$ cat src/rtl/spw_pkg.sv
// Shared SpaceWire character constants and TX arbiter state type.
// Macro SPW_ARB_TIMEOUT_EN adds the TERM state used for forced EEP on stalled packets.
package spw_pkg;

  localparam int unsigned CHAR_W = 9;

  localparam logic [CHAR_W-1:0] SPW_EOP = 9'h100;
  localparam logic [CHAR_W-1:0] SPW_EEP = 9'h101;

`ifdef SPW_ARB_TIMEOUT_EN
  typedef enum logic [1:0] {StIdle, StPkt, StFlush, StTerm} arb_state_e;
`else
  typedef enum logic [1:0] {StIdle, StPkt, StFlush} arb_state_e;
`endif

endpackage

$ cat src/rtl/spw_rr_pick.sv
// Combinational cyclic priority search: first set bit of req_i at or after ptr_i, wrapping.
module spw_rr_pick #(
  parameter int unsigned  N  = 4,
  localparam int unsigned IW = $clog2(N)
) (
  input  logic [N-1:0]  req_i,
  input  logic [IW-1:0] ptr_i,
  output logic          found_o,
  output logic [IW-1:0] idx_o
);

  int unsigned j;

  // Scan from the farthest offset down so the closest hit to ptr_i is written last.
  always_comb begin
    found_o = 1'b0;
    idx_o   = '0;
    j       = 0;
    for (int unsigned i = N; i > 0; i--) begin
      j = (32'(ptr_i) + i - 1) % N;
      if (req_i[j]) begin
        found_o = 1'b1;
        idx_o   = IW'(j);
      end
    end
  end

endmodule

$ cat src/rtl/spw_tx_arbiter.sv
// SpaceWire TX arbiter: round-robin, packet-granular sharing of the codec transmit port.
// Define SPW_ARB_TIMEOUT_EN to terminate stalled packets with a forced EEP after TIMEOUT_CYC.
module spw_tx_arbiter
  import spw_pkg::*;
#(
  parameter int unsigned  NUM_REQ     = 4,
  parameter int unsigned  TIMEOUT_CYC = 1024,
  localparam int unsigned IDW         = $clog2(NUM_REQ)
) (
  input  logic                      clk,
  input  logic                      rst_n,
  input  logic                      link_active,
  input  logic [NUM_REQ-1:0]        req_valid,
  input  logic [NUM_REQ*CHAR_W-1:0] req_data,
  output logic [NUM_REQ-1:0]        req_ready,
  output logic                      tx_write,
  output logic [CHAR_W-1:0]         tx_data,
  input  logic                      tx_ready,
  output logic                      grant_vld,
  output logic [IDW-1:0]            grant_id,
  output logic                      abort_pulse,
  output logic [15:0]               abort_cnt
);

  arb_state_e        state_q, state_d;
  logic [IDW-1:0]    rr_ptr_q, rr_ptr_d;
  logic [IDW-1:0]    grant_id_q, grant_id_d;
  logic [CHAR_W-1:0] tx_data_q, tx_data_d;
  logic              abort_pulse_q, abort_pulse_d;
  logic [15:0]       abort_cnt_q, abort_cnt_d;
  logic              abort_inc;

  logic              pick_found;
  logic [IDW-1:0]    pick_idx;
  logic              g_valid;
  logic [CHAR_W-1:0] g_data;
  logic [IDW-1:0]    next_ptr;

  spw_rr_pick #(
    .N (NUM_REQ)
  ) u_pick (
    .req_i   (req_valid),
    .ptr_i   (rr_ptr_q),
    .found_o (pick_found),
    .idx_o   (pick_idx)
  );

  assign g_valid  = req_valid[grant_id_q];
  assign g_data   = req_data[CHAR_W*int'(grant_id_q) +: CHAR_W];
  assign next_ptr = (grant_id_q == IDW'(NUM_REQ - 1)) ? '0 : grant_id_q + IDW'(1);

`ifdef SPW_ARB_TIMEOUT_EN
  localparam int unsigned TOW = $clog2(TIMEOUT_CYC) + 1;
  logic [TOW-1:0] stall_q, stall_d;

  always_ff @(posedge clk or negedge rst_n) begin
    if (!rst_n) begin
      stall_q <= '0;
    end else begin
      stall_q <= stall_d;
    end
  end
`else
  logic unused_timeout_cfg;
  assign unused_timeout_cfg = ^TIMEOUT_CYC;
`endif

  always_comb begin
    state_d       = state_q;
    rr_ptr_d      = rr_ptr_q;
    grant_id_d    = grant_id_q;
    tx_data_d     = tx_data_q;
    abort_pulse_d = 1'b0;
    abort_cnt_d   = abort_cnt_q;
    abort_inc     = 1'b0;
    req_ready     = '0;
    tx_write      = 1'b0;
    tx_data       = tx_data_q;
`ifdef SPW_ARB_TIMEOUT_EN
    stall_d       = '0;
`endif

    unique case (state_q)
      StIdle: begin
        if (link_active && pick_found) begin
          grant_id_d = pick_idx;
          state_d    = StPkt;
        end
      end
      StPkt: begin
        if (!link_active) begin
          state_d   = StFlush;
          abort_inc = 1'b1;
        end else begin
          tx_write              = g_valid;
          req_ready[grant_id_q] = tx_ready;
          if (g_valid) begin
            tx_data = g_data;
          end
          if (g_valid && tx_ready) begin
            tx_data_d = g_data;
            if (g_data[CHAR_W-1]) begin
              state_d  = StIdle;
              rr_ptr_d = next_ptr;
            end
          end
`ifdef SPW_ARB_TIMEOUT_EN
          if (!g_valid) begin
            if (stall_q == TOW'(TIMEOUT_CYC - 1)) begin
              state_d   = StTerm;
              abort_inc = 1'b1;
            end else begin
              stall_d = stall_q + TOW'(1);
            end
          end
`endif
        end
      end
      StFlush: begin
        // Drain the aborted packet so the requester can reach its terminator.
        req_ready[grant_id_q] = 1'b1;
        if (g_valid && g_data[CHAR_W-1]) begin
          state_d  = StIdle;
          rr_ptr_d = next_ptr;
        end
      end
`ifdef SPW_ARB_TIMEOUT_EN
      StTerm: begin
        if (!link_active) begin
          state_d = StFlush;
        end else begin
          tx_write = 1'b1;
          tx_data  = SPW_EEP;
          if (tx_ready) begin
            tx_data_d = SPW_EEP;
            state_d   = StFlush;
          end
        end
      end
`endif
      default: state_d = StIdle;
    endcase

    if (abort_inc) begin
      abort_pulse_d = 1'b1;
      if (abort_cnt_q != 16'hFFFF) begin
        abort_cnt_d = abort_cnt_q + 16'd1;
      end
    end
  end

  always_ff @(posedge clk or negedge rst_n) begin
    if (!rst_n) begin
      state_q       <= StIdle;
      rr_ptr_q      <= '0;
      grant_id_q    <= '0;
      tx_data_q     <= '0;
      abort_pulse_q <= 1'b0;
      abort_cnt_q   <= '0;
    end else begin
      state_q       <= state_d;
      rr_ptr_q      <= rr_ptr_d;
      grant_id_q    <= grant_id_d;
      tx_data_q     <= tx_data_d;
      abort_pulse_q <= abort_pulse_d;
      abort_cnt_q   <= abort_cnt_d;
    end
  end

  assign grant_vld   = (state_q != StIdle);
  assign grant_id    = grant_id_q;
  assign abort_pulse = abort_pulse_q;
  assign abort_cnt   = abort_cnt_q;

endmodule

$ cat config.mk
export PLATFORM = sky130hd
export DESIGN_NAME = spw_tx_arbiter
export DESIGN_NICKNAME = d
export VERILOG_FILES = /design/src/rtl/spw_pkg.sv /design/src/rtl/spw_rr_pick.sv /design/src/rtl/spw_tx_arbiter.sv
export SDC_FILE = /design/constraint.sdc
export NUM_CORES = 1
export LEC_CHECK = 0
export CAP_MARGIN = 20
export CORE_MARGIN = 1.5
export CORE_UTILIZATION = 48
export DETAILED_ROUTE_END_ITERATION = 7
export PLACE_DENSITY = 0.86
export SYNTH_ARGS = -nofsm -noshare
export SYNTH_HDL_FRONTEND = slang
export SYNTH_SLANG_ARGS = --single-unit
$ cat constraint.sdc
create_clock -name clk -period 4.1 [get_ports clk]
set_clock_uncertainty 0.1 [all_clocks]
set_input_delay 0.615 -clock clk [delete_from_list [all_inputs] [get_ports clk]]
set_output_delay 0.615 -clock clk [all_outputs]
set_load 0.02 [all_outputs]
==> results.sh <==
export IMPL_status="finished clean"
export IMPL_dp_hpwl_mm=3.93
export IMPL_synth_most_common_cell="dfrtp_1"
export IMPL_cts_hold_buffers=0
export IMPL_ff2ff_setup_slack_ns=1.81
export IMPL_post_drt_wl_per_cell_um=16.2
export IMPL_synth_common_cells="dfrtp_1 (32), mux2_2 (14), nand2_1 (12)"
export IMPL_r2r_end="rr_ptr_q[0]$_DFFE_PN0P_"
export IMPL_dieHeight_um=68.6
export IMPL_yosys_warnings=0
export IMPL_power_density_mw_per_mm2=568
export IMPL_seq_area_frac_synth_pct=38.7
export IMPL_worstMarginPinSlew_ns=0.686
export IMPL_ys_seq_elements=32
export IMPL_synth_edff_count=0
export IMPL_design_area_mm2=0.00301
export IMPL_relSlewSlack_pct=53.7
export IMPL_die_w_um=68.6
export IMPL_cts_sinks=32
export IMPL_antenna_found_initial=0
export IMPL_finalCritPeriodShare_pct=86.4
export IMPL_vias=1719
export IMPL_synth_top_cell_by_area="dfrtp_1"
export IMPL_seq_area_um2=801
export IMPL_p_leak_nw=1.27
export IMPL_crit_required_ns=3.38
export IMPL_synthesis_area_mm2=0.00207
export IMPL_cts_tree="built"
export IMPL_portBuffers=77
export IMPL_multiInputGateArea_mm2=0.00121
export IMPL_crit_fanout=10
export IMPL_drc_errors=0
export IMPL_yosys_area_share_simple_pct=13.2
export IMPL_max_freq_mhz=282
export IMPL_grt_pass1_wl_mm=8.07
export IMPL_antennaDiodeCount=0
export IMPL_synth_cell_types=40
export IMPL_htreeDepth=2
export IMPL_hold_violations=0
export IMPL_reg2reg_depth=5
export IMPL_post_place_ws_ns=0.573
export IMPL_hold_depth=1
export IMPL_whs_endpoint="abort_cnt[9]$_DFFE_PN0P_"
export IMPL_synth_ff_type="dfrtp_1"
export IMPL_grt_pass1_vias=1663
export IMPL_post_cts_resized=0
export IMPL_rsz0062_at_grt="false"
export IMPL_fin_tns_setup_ns=0
export IMPL_drtIter0Drc=79
export IMPL_clk_root_buffer_cell="clkbuf_8"
export IMPL_r2r_start="grant_id[0]$_DFFE_PN0P_"
export IMPL_drive_gt1_share_pct=19.9
export IMPL_io_pins=78
export IMPL_grt_max_degree=33
export IMPL_drv_slew=0
export IMPL_synth_avg_cell_area_um2=11.7
export IMPL_synth_top_area_share_pct=38.7
export IMPL_row_count=23
export IMPL_ir_worst_vdd_mv=0.388
export IMPL_critPathKind="input pin to primary output"
export IMPL_p_total_mw=1.71
export IMPL_area_delta_synth_final_pct=45.4
export IMPL_worstPathArrival_ns=2.83
export IMPL_layout_nets=312
export IMPL_place_area_mm2=0.00290
export IMPL_finalCriticalPeriod_ns=3.54
export IMPL_synthTopCellsByArea="dfrtp_1 (39%), mux4_2 (11%), mux2_2 (7.6%)"
export IMPL_setup_slack_ns=0.558
export IMPL_synthXorXnorAreaFrac_pct=5.51
export IMPL_clk_latency_ns=0.28
export IMPL_synthMuxAreaShare_pct=25.5
export IMPL_grt_overflow_total=0
export IMPL_cap_violations=0
export IMPL_die_area_mm2=0.00471
export IMPL_core_mm2=0.00406
export IMPL_min_path_type="flip-flop to flip-flop"
export IMPL_syn_instance_count=177
export IMPL_start_util_pct=51.0
export IMPL_numCtsBuffers=5
export IMPL_post_cts_buffers=0
export IMPL_setup_violations=0
export IMPL_first_pass_iters=4
export IMPL_synth_top_family_by_area="multiplexers"
export IMPL_track_usage_pct=23.6
export IMPL_syn_nets=229
export IMPL_postRouteAntennaNets=0
export IMPL_via_per_inst=5.53
export IMPL_synth_adder_area_share_pct=4.84
export IMPL_fill_cells=283
export IMPL_clkTransAtPathRegs_ns=0.07
export IMPL_place_congestion=0.786
export IMPL_synth_async_reset_ratio_pct=100
export IMPL_end_kind="primary output"
export IMPL_hold_path_startpoint="abort_cnt[9]$_DFFE_PN0P_"
export IMPL_wl_mm=5.05
export IMPL_clk_path_buf_depth=2
export IMPL_worstSetupStartpointType="input pin"
export IMPL_synth_compound_area_share_pct=9.38
power by group:
part	internal [mW]	leakage, nW	total [mW]	switching, mW
clock network	0.180	0.0552	0.299	0.118
registers	0.412	0.408	0.502	0.0900
logic	0.496	0.807	0.907	0.411
registers in the layout, indices dropped and copies added, names as in the netlist:
register / count
abort_pulse: 1
rr_ptr_q: 2
tx_data_q: 9
abort_cnt: 16
grant_id: 2
state_q: 2
worst max-delay path: stages:
cell	delay, ns
clkdlybuf4s50_1	0.49
mux4_2	0.57
and3_4	0.29
mux2_4	0.32
clkdlybuf4s50_1	0.54
worst max path at each step:
stage	to	startpoint	slack [ns]
finish	tx_data[0]	req_valid[3]	0.56
global route	tx_data[7]	req_valid[0]	0.51
CTS	tx_data[0]	req_valid[0]	0.58
detailed placement	tx_data[0]	req_valid[0]	0.57
global placement	tx_data[0]	req_valid[0]	0.61
floorplan	tx_data[0]	req_valid[3]	1.57
final cells by class:
cell class | count | area share [%]
inverter | 9 | 1.12
timing repair buffer | 80 | 26.4
clock buffer | 6 | 2.41
tap | 50 | 2.08
multi-input combinational | 132 | 40.2
sequential | 32 | 26.6
clock inverter | 2 | 1.17
logic make-up (layout without fill, tap and decap cells):
logic type	after synthesis	after routing
adder cells (fa/ha/maj)	8	8
flip-flops	32	32
XOR/XNOR	13	13
multiplexers	34	34
buffers and inverters	13	97
AND/OR/NAND/NOR	51	51
AO/OA/AOI/OAI	26	26
placed cells by master (no fill, tap or decap), types with 3 or more instances in the layout:
master	n
xor2_1	9
nor3_1	4
clkdlybuf4s50_1	77
nand2_1	12
mux2_2	14
and2_1	7
buf_4	3
a21oi_1	8
ha_1	8
dfrtp_1	32
inv_1	8
mux2_4	9
xnor2_1	4
nor2_1	6
clkbuf_8	5
nand4_1	6
nand3_1	3
nand2b_1	3
a2111oi_2	3
mux4_2	10
metrics by stage:
stage                     util, %  std cells  hold slack, ns
after CTS                    74.1        311           0.391
after global placement       71.4        303           0.376
after floorplan                 -        177           0.219
final                        74.1        311           0.387
after detailed placement     71.4        303           0.379
after global routing         74.1        311           0.418
metal layers:
layer / GRT usage (%) / routed length [um]
met4: 9.00 / 131
met1: 28.7 / 2100
met2: 41.7 / 2640
met3: 3.73 / 178
met5: 0 / 0
No activity file was read; power rests on OpenSTA's default activity.
